**config.mk**
```make
export PLATFORM = sky130hd
export DESIGN_NAME = logic_op_unit
export DESIGN_NICKNAME = d
export VERILOG_FILES = /design/src/rtl/logic_op_unit.sv
export SDC_FILE = /design/constraint.sdc
export NUM_CORES = 1
export LEC_CHECK = 0
export BUFFER_PORTS_ARGS = -buffer_cell sky130_fd_sc_hd__buf_2
export CAP_MARGIN = 10
export CORE_AREA = 2 2 63 65
export CTS_CLUSTER_DIAMETER = 50
export DETAILED_ROUTE_END_ITERATION = 16
export DIE_AREA = 0 0 65 67
export GPL_TIMING_DRIVEN = 0
export MAX_ROUTING_LAYER = met4
export PLACE_DENSITY = 0.74
export SLEW_MARGIN = 10
export SYNTH_ARGS = -nofsm -noshare
export SYNTH_HDL_FRONTEND = slang
export SYNTH_SLANG_ARGS = --single-unit
```
**constraint.sdc**
```tcl
create_clock -name clk -period 2.13 [get_ports clk]
set_clock_uncertainty 0.05 [all_clocks]
set_input_delay 0.426 -clock clk [delete_from_list [all_inputs] [get_ports clk]]
set_output_delay 0.426 -clock clk [all_outputs]
set_load 0.01 [all_outputs]
```
**src/rtl/logic_op_unit.sv**
```systemverilog
// Registered two-operand bitwise logic unit with eight functions and a
// built-in sequencer that sweeps every (a,b) combination through the latched function.
module logic_op_unit #(
  parameter int WIDTH = 4
) (
  input  logic             clk,
  input  logic             rst,
  input  logic [2:0]       op,
  input  logic             in_valid,
  input  logic [WIDTH-1:0] a,
  input  logic [WIDTH-1:0] b,
  input  logic             sweep_start,
  output logic [WIDTH-1:0] y,
  output logic [WIDTH-1:0] out_a,
  output logic [WIDTH-1:0] out_b,
  output logic             out_valid,
  output logic             busy,
  output logic             done
);

  localparam int CW = 2 * WIDTH;

  typedef enum logic {
    IDLE  = 1'b0,
    SWEEP = 1'b1
  } state_t;

  state_t           state_reg, state_next;
  logic [CW-1:0]    cnt_reg, cnt_next;
  logic [2:0]       op_reg, op_next;
  logic [WIDTH-1:0] y_reg, y_next;
  logic [WIDTH-1:0] out_a_reg, out_a_next;
  logic [WIDTH-1:0] out_b_reg, out_b_next;
  logic             out_valid_reg, out_valid_next;
  logic             busy_reg, busy_next;
  logic             done_reg, done_next;

  logic             in_sweep;
  logic [2:0]       fn_sel;
  logic [WIDTH-1:0] opd_a, opd_b, fn_out;

  function automatic logic [WIDTH-1:0] logic_fn(input logic [2:0] f,
                                                input logic [WIDTH-1:0] x,
                                                input logic [WIDTH-1:0] z);
    logic [WIDTH-1:0] r;
    case (f)
      3'd0:    r = x & z;
      3'd1:    r = x | z;
      3'd2:    r = x ^ z;
      3'd3:    r = ~(x ^ z);
      3'd4:    r = ~(x & z);
      3'd5:    r = ~(x | z);
      3'd6:    r = ~x | z;
      default: r = x | ~z;
    endcase
    return r;
  endfunction

  // One shared evaluator: the sweep feeds it counter halves (B fastest) and the latched op.
  assign in_sweep = (state_reg == SWEEP);
  assign fn_sel   = in_sweep ? op_reg : op;
  assign opd_a    = in_sweep ? cnt_reg[CW-1:WIDTH] : a;
  assign opd_b    = in_sweep ? cnt_reg[WIDTH-1:0] : b;
  assign fn_out   = logic_fn(fn_sel, opd_a, opd_b);

  always_comb begin
    state_next     = state_reg;
    cnt_next       = cnt_reg;
    op_next        = op_reg;
    y_next         = y_reg;
    out_a_next     = out_a_reg;
    out_b_next     = out_b_reg;
    out_valid_next = 1'b0;
    busy_next      = busy_reg;
    done_next      = 1'b0;
    case (state_reg)
      IDLE: begin
        if (sweep_start) begin
          op_next    = op;
          cnt_next   = '0;
          busy_next  = 1'b1;
          state_next = SWEEP;
        end else if (in_valid) begin
          y_next         = fn_out;
          out_a_next     = opd_a;
          out_b_next     = opd_b;
          out_valid_next = 1'b1;
        end
      end
      SWEEP: begin
        y_next         = fn_out;
        out_a_next     = opd_a;
        out_b_next     = opd_b;
        out_valid_next = 1'b1;
        if (&cnt_reg) begin
          done_next  = 1'b1;
          busy_next  = 1'b0;
          cnt_next   = '0;
          state_next = IDLE;
        end else begin
          cnt_next = cnt_reg + CW'(1);
        end
      end
      default: state_next = IDLE;
    endcase
  end

  always_ff @(posedge clk) begin
    if (rst) begin
      state_reg     <= IDLE;
      cnt_reg       <= '0;
      op_reg        <= '0;
      y_reg         <= '0;
      out_a_reg     <= '0;
      out_b_reg     <= '0;
      out_valid_reg <= 1'b0;
      busy_reg      <= 1'b0;
      done_reg      <= 1'b0;
    end else begin
      state_reg     <= state_next;
      cnt_reg       <= cnt_next;
      op_reg        <= op_next;
      y_reg         <= y_next;
      out_a_reg     <= out_a_next;
      out_b_reg     <= out_b_next;
      out_valid_reg <= out_valid_next;
      busy_reg      <= busy_next;
      done_reg      <= done_next;
    end
  end

  assign y         = y_reg;
  assign out_a     = out_a_reg;
  assign out_b     = out_b_reg;
  assign out_valid = out_valid_reg;
  assign busy      = busy_reg;
  assign done      = done_reg;

endmodule

```
Word level (Yosys, flattened, before mapping):

Cells that the tools add are included.

* multiplexer cells: 26
* equality and inequality tests: 10
* bitwise gates (word level): 11
* $add $sub $neg: 1
* reductions and logical operators: 6

Operators by type and width (count)
* 2-to-1 mux 4 bit: 8
* case mux 4 bit (7 select lines): 1
* case mux 4 bit (2 select lines): 3
* inverter 4 bit: 5
* 2-to-1 mux 8 bit: 2
* case mux 8 bit (2 select lines): 1
* bitwise OR 4 bit: 3
* equality test 3 bit, second input constant: 3
* adder 8 x 1 -> 8 bit, second input constant: 1
* AND reduction 8 bit: 1
* 2-to-1 mux 1 bit: 7
* equality test 3 x 2 -> 1 bit, second input constant: 2
* inequality test 2 bit, second input constant: 3
* case mux 1 bit (2 select lines): 3
* AND reduction 2 bit: 3
* bitwise AND 4 bit: 1
* bitwise XOR 4 bit: 1
* equality test 3 x 1 -> 1 bit, second input constant: 1
* zero test 3 bit: 1
* 2-to-1 mux 3 bit: 1
* inequality test 2 x 1 -> 1 bit, second input constant: 1
* OR reduction 2 bit: 1
* inverter 1 bit: 1

* output and inout bits: 15
* flip-flop bits (word level): 27
* word-level logic and storage cells: 63

Logic depth before layout (Yosys ltp):

* depth after elaboration: 7
* depth in mapped cells: 10

Least setup slack after synthesis:

OpenSTA, ideal clock, no wires.

* kind: register to register
* start: register state_reg (netlist: in_sweep)
* end: register y_reg[0] (netlist: y[0])
* data arrival time: 1.986 ns
* cell stages (with the launch flop): 11
* required time: 2.011 ns
* clock period less this slack: 2.105 ns
* slack: 0.025 ns
* cell sequence: dfxtp_1 > buf_6 > buf_6 > buf_4 > mux2i_1 > inv_1 > ha_1 > xnor2_1 > a221oi_1 > a22oi_1 > o21ai_1

* word-level cells in the longest chain between the ends: 7

RTL lines
* from (decl): RTL line 28 `state_t state_reg, state_next;`
* from (signal assigned): RTL line 120 `state_reg <= state_next;`
* 2-to-1 mux 4 bit (*): RTL line 62 `assign opd_a = in_sweep ? cnt_reg[CW-1:WIDTH] : a;`
* net opd_a[0]: RTL line 40 `logic [WIDTH-1:0] opd_a, opd_b, fn_out;`
* inverter 4 bit, or another cell as far along: RTL line 53 `3'd6: r = ~x | z;`
* bitwise OR 4 bit, or another cell as far along: RTL line 53
* case mux 4 bit (7 select lines) (*): RTL line 46 `case (f)`
* 2-to-1 mux 4 bit: RTL line 83 `end else if (in_valid) begin`
* 2-to-1 mux 4 bit: RTL line 78 `if (sweep_start) begin`
* case mux 4 bit (2 select lines) (*): RTL line 76 `case (state_reg)`
* to (signal assigned): RTL line 123 `y_reg <= y_next;`
* to (decl): RTL line 31 `logic [WIDTH-1:0] y_reg, y_next;`

The timed path passes the listed nets; every way through them passes the cells marked *. The select of a mux whose other input is x is not followed.
A chain may end at the register's enable or synchronous reset.

Final worst setup path:

* start: register state_reg (netlist: in_sweep)
* end: register y_reg[1] (netlist: y[1])

The elaborated chain is that of the path after synthesis.

==> results.txt <==
----------------------------------------------------
[Synth]
  Synthesized area divided by synthesized cell count ... 8.62 sq um
  Share of the synthesized area in the top cell type ... 29.7%
  Cell area after synthesis ... 0.00182 sq mm
  Synthesis Warnings ... 0
  Gate count of the mapped netlist ... 211
  Flip-flop and latch count after synthesis ... 27
  Unique cell type count in the Yosys netlist ... 46
  Number of enable-type register cells in the synthesized netlist ... 0
  Fraction of the yosys area taken by sequential cells ... 29.7%
  Prevailing post-synth register cell ... sky130_fd_sc_hd__dfxtp_1
  Top cells by area in the synthesized netlist ... sky130_fd_sc_hd__dfxtp_1 (30%), sky130_fd_sc_hd__ha_1 (12%), sky130_fd_sc_hd__mux2i_1 (8.3%), sky130_fd_sc_hd__nor2_1 (6.2%), sky130_fd_sc_hd__a211oi_1 (4.5%)
  Synthesized net count ... 243
  Area leader, netlist ... sky130_fd_sc_hd__dfxtp_1
  Share of synthesized flip-flops with an asynchronous set or reset ... 0%

[Clock tree]
  Sink count of the clock tree ... 27
  CTS clock-pin slew for the worst setup and hold paths ... 0.09 ns
  Cell chosen for the clock root ... sky130_fd_sc_hd__clkbuf_8
  Number of buffers inserted during clock tree synthesis ... 3
  Clock tree buffer depth ... 2
  Insertion delay to the later sink of the worst-skew pair ... 0.27 ns
  H-tree depth reported by CTS ... 1
  Clock tree from TritonCTS ... done

[Worst setup path]
  CP required ... 2.30 ns
  Crit path to ... y[1]
  Capturing point of the worst reg2reg path ... y[1]
  Worst Reg-to-Reg Cells ... 9
  Critical path endpoint category ... flip-flop
  Worst-path cell chain ... buf_6 > buf_12 > mux2i_4 > inv_1 > ha_1 > nand2_1 > a21oi_2 > a2111oi_4 > a22o_1
  Longest individual stage delay on the worst path ... 0.33 ns
  Arrival time of data at the critical path endpoint ... 2.18 ns
  Setup slack of the most critical reg-to-reg path ... 0.12 ns
  Cell at the slowest stage of the critical path ... sky130_fd_sc_hd__dfxtp_2
  Critical path start-end classification ... flip-flop to flip-flop
  Largest fanout of any net on the critical path ... 11
  Source of the worst register-to-register timing path ... in_sweep
  Element type at the critical path start ... flip-flop
  Timing startpoint of the critical path ... in_sweep

[Die]
  I/O Pins ... 30
  Die width ... 65 microns
  Total Die Area ... 0.00436 sq mm
  Height of the die ... 67 microns
  Starting Density ... 50.5%
  Placeable core area ... 0.00361 sq mm
  Placement Rows ... 22

[Cells and area]
  Leading cell type in the layout, fill and taps excluded ... sky130_fd_sc_hd__buf_2
  Area added between synthesis and finish ... 27.6%
  Leading cell types in the layout, fill and taps excluded ... sky130_fd_sc_hd__buf_2 (32), sky130_fd_sc_hd__nor2_1 (29), sky130_fd_sc_hd__dfxtp_1 (26)
  Number of antenna repair diodes ... 0
  FILL cells ... 301
  Total number of nets in the final design ... 288
  Summed area of non-filler cells in the final layout ... 0.00232 sq mm
  Layout cells sized above 1 ... 34.1%
  Max FFs per register ... 8

[Detailed routing]
  Vias after detailed routing ... 1643
  Number of nets with antenna violations after detailed routing ... 0
  Via-to-Cell Ratio ... 5.42
  Number of DRC violations after detailed routing ... 0
  Overall routed net length ... 4500 microns
  Detailed-route wire length per cell ... 14.9 microns
  Number of iterations in the first detailed-routing pass ... 4
  Count of routing violations after the opening detailed-route iteration ... 61

[Timing]
  Fmax ... 0.498 GHz
  Final max-slew violation count ... 0
  Final setup fails ... 0
  Post-Route Setup TNS ... 0 ns
  Final Hold Vio Count ... 0
  Portion of the clock cycle consumed by the worst path in the final layout ... 94.2%
  Worst relative slew slack ... 63.4%
  Min Clock Period, post-route ... 2.01 ns
  RSZ-0062 raised after global routing ... no
  Setup WS post-layout ... 0.123 ns
  Actual slew at the worst max-slew pin ... 0.544 ns

[Power and ir drop]
  VDD IR max ... 0.405 mV
  Int Power ... 856 uW
  Sw Share ... 31.3%
  Clk network pwr share ... 22.8%
  Power density cells ... 537 mW/mm^2
  Share of total power in combinational logic ... 32.5%
  Flop pwr share ... 44.7%
  Static Leak ... 0.995 nW
  Net Sw Power ... 391 uW

[Global route]
  Total gr overflow ... 0
  Via count of the first global-routing pass ... 1538
  Tot GR Track Use ... 22.2%
  Initial antenna violation count ... 0
  Pin count of the biggest net entering global routing ... 16
  Wire length of the first global-routing pass ... 7130 microns

[Placement]
  Worst setup timing slack at the placement stage ... -0.352 ns
  Count of buffers from port buffering ... 27
  Standard cell area after detailed placement ... 0.00201 sq mm
  GPL Wtd Cong ... 0.821
  HPWL after detailed placement ... 3070 microns

[Status]
  Outcome ... completed

[Run]
  Max-cap violations ... 0

[Min path]
  Kind of path behind the tightest hold check ... input port to flip-flop

----------------------------------------------------
## Yosys cell counts, types with 3 or more instances
| master | count |
|---|---|
| sky130_fd_sc_hd__xnor2_1 | 4 |
| sky130_fd_sc_hd__dfxtp_1 | 27 |
| sky130_fd_sc_hd__inv_1 | 11 |
| sky130_fd_sc_hd__nor2_1 | 30 |
| sky130_fd_sc_hd__nand2_1 | 8 |
| sky130_fd_sc_hd__a211oi_1 | 11 |
| sky130_fd_sc_hd__nand3_1 | 4 |
| sky130_fd_sc_hd__o21ai_1 | 8 |
| sky130_fd_sc_hd__a31oi_1 | 3 |
| sky130_fd_sc_hd__buf_2 | 6 |
| sky130_fd_sc_hd__nor3b_1 | 3 |
| sky130_fd_sc_hd__nand4_1 | 3 |
| sky130_fd_sc_hd__mux2i_1 | 15 |
| sky130_fd_sc_hd__ha_1 | 17 |
| sky130_fd_sc_hd__inv_2 | 3 |
| sky130_fd_sc_hd__a21oi_1 | 15 |
## worst max-delay path, delay by kind of cell (launching register included)
family                   cells  cell delay (ns)
AO/OA/AOI/OAI                3             0.54
buffers and inverters        3             0.41
flip-flops                   1             0.33
multiplexers                 1             0.31
adder cells (fa/ha/maj)      1             0.24
AND/OR/NAND/NOR              1             0.08
## area by class of cell
| cell class | instances | area [sq um] | area share, % |
|---|---|---|---|
| repair buffers | 41 | 240 | 10.4 |
| clock buffers | 3 | 41.3 | 1.78 |
| flip-flops and latches | 27 | 542 | 23.3 |
| inverters | 14 | 52.6 | 2.26 |
| multi-input cells | 159 | 1310 | 56.2 |
| well taps | 48 | 60.1 | 2.59 |
| clock inverters | 1 | 5.00 | 0.216 |
| plain buffers | 10 | 75.1 | 3.23 |
## per-layer routing
metal  vias to the layer above  track usage (%)  share of wire (%)
met5                         -                -                  0
met4                         0             6.65               0.60
met3                         2             4.05                3.8
met2                        43             36.6                 49
met1                       750             27.7                 47
li1                        848                -                  -
## cell families (layout without fill, tap and decap cells)
group,count (synthesis),in the layout,synth area share (%)
flops,27,27,29.7
xor+xnor,4,4,1.93
compound gates,58,58,23.2
simple gates,62,62,16.4
mux,18,18,10.5
buf+inv,25,69,6.60
fa+ha+maj,17,17,11.7
## what timing repair did
action | in CTS | in global routing
pin swaps | 0 | 5
resized for setup | 25 | 10
hold buffers | 0 | 0
setup buffers | 9 | 5
endpoints found under the setup margin | 4 | 4
## power groups by stage
stage          logic (mW)  clock network (mW)  registers, mW
6_report            0.405               0.284          0.557
5_1_grt             0.439               0.317          0.562
4_1_cts             0.380               0.292          0.557
3_5_place_dp        0.320                   0          0.568
3_3_place_gp        0.315                   0          0.567
2_1_floorplan       0.221                   0          0.579
## worst min-delay path by stage
stage / slack (ns) / from / to / depth (start not counted)
after CTS: 0.35 / rst / in_sweep / 2
after global placement: 0.39 / y[0] / y[0] / 2
final: 0.36 / rst / in_sweep / 2
after floorplan: 0.42 / y[0] / y[0] / 2
after detailed placement: 0.39 / y[3] / y[3] / 2
after global routing: 0.36 / rst / in_sweep / 2
## metrics by stage
step | hold slack [ns] | std cells | power (mW) | utilization, %
3_3_place_gp | 0.387 | 286 | 0.882 | 55.9
4_1_cts | 0.350 | 299 | 1.23 | 62.8
3_5_place_dp | 0.391 | 286 | 0.888 | 55.9
5_1_grt | 0.359 | 303 | 1.32 | 64.4
6_report | 0.356 | 303 | 1.25 | 64.4
2_1_floorplan | 0.424 | 211 | 0.800 | -
Note: power is estimated with default switching activity, not from simulation.
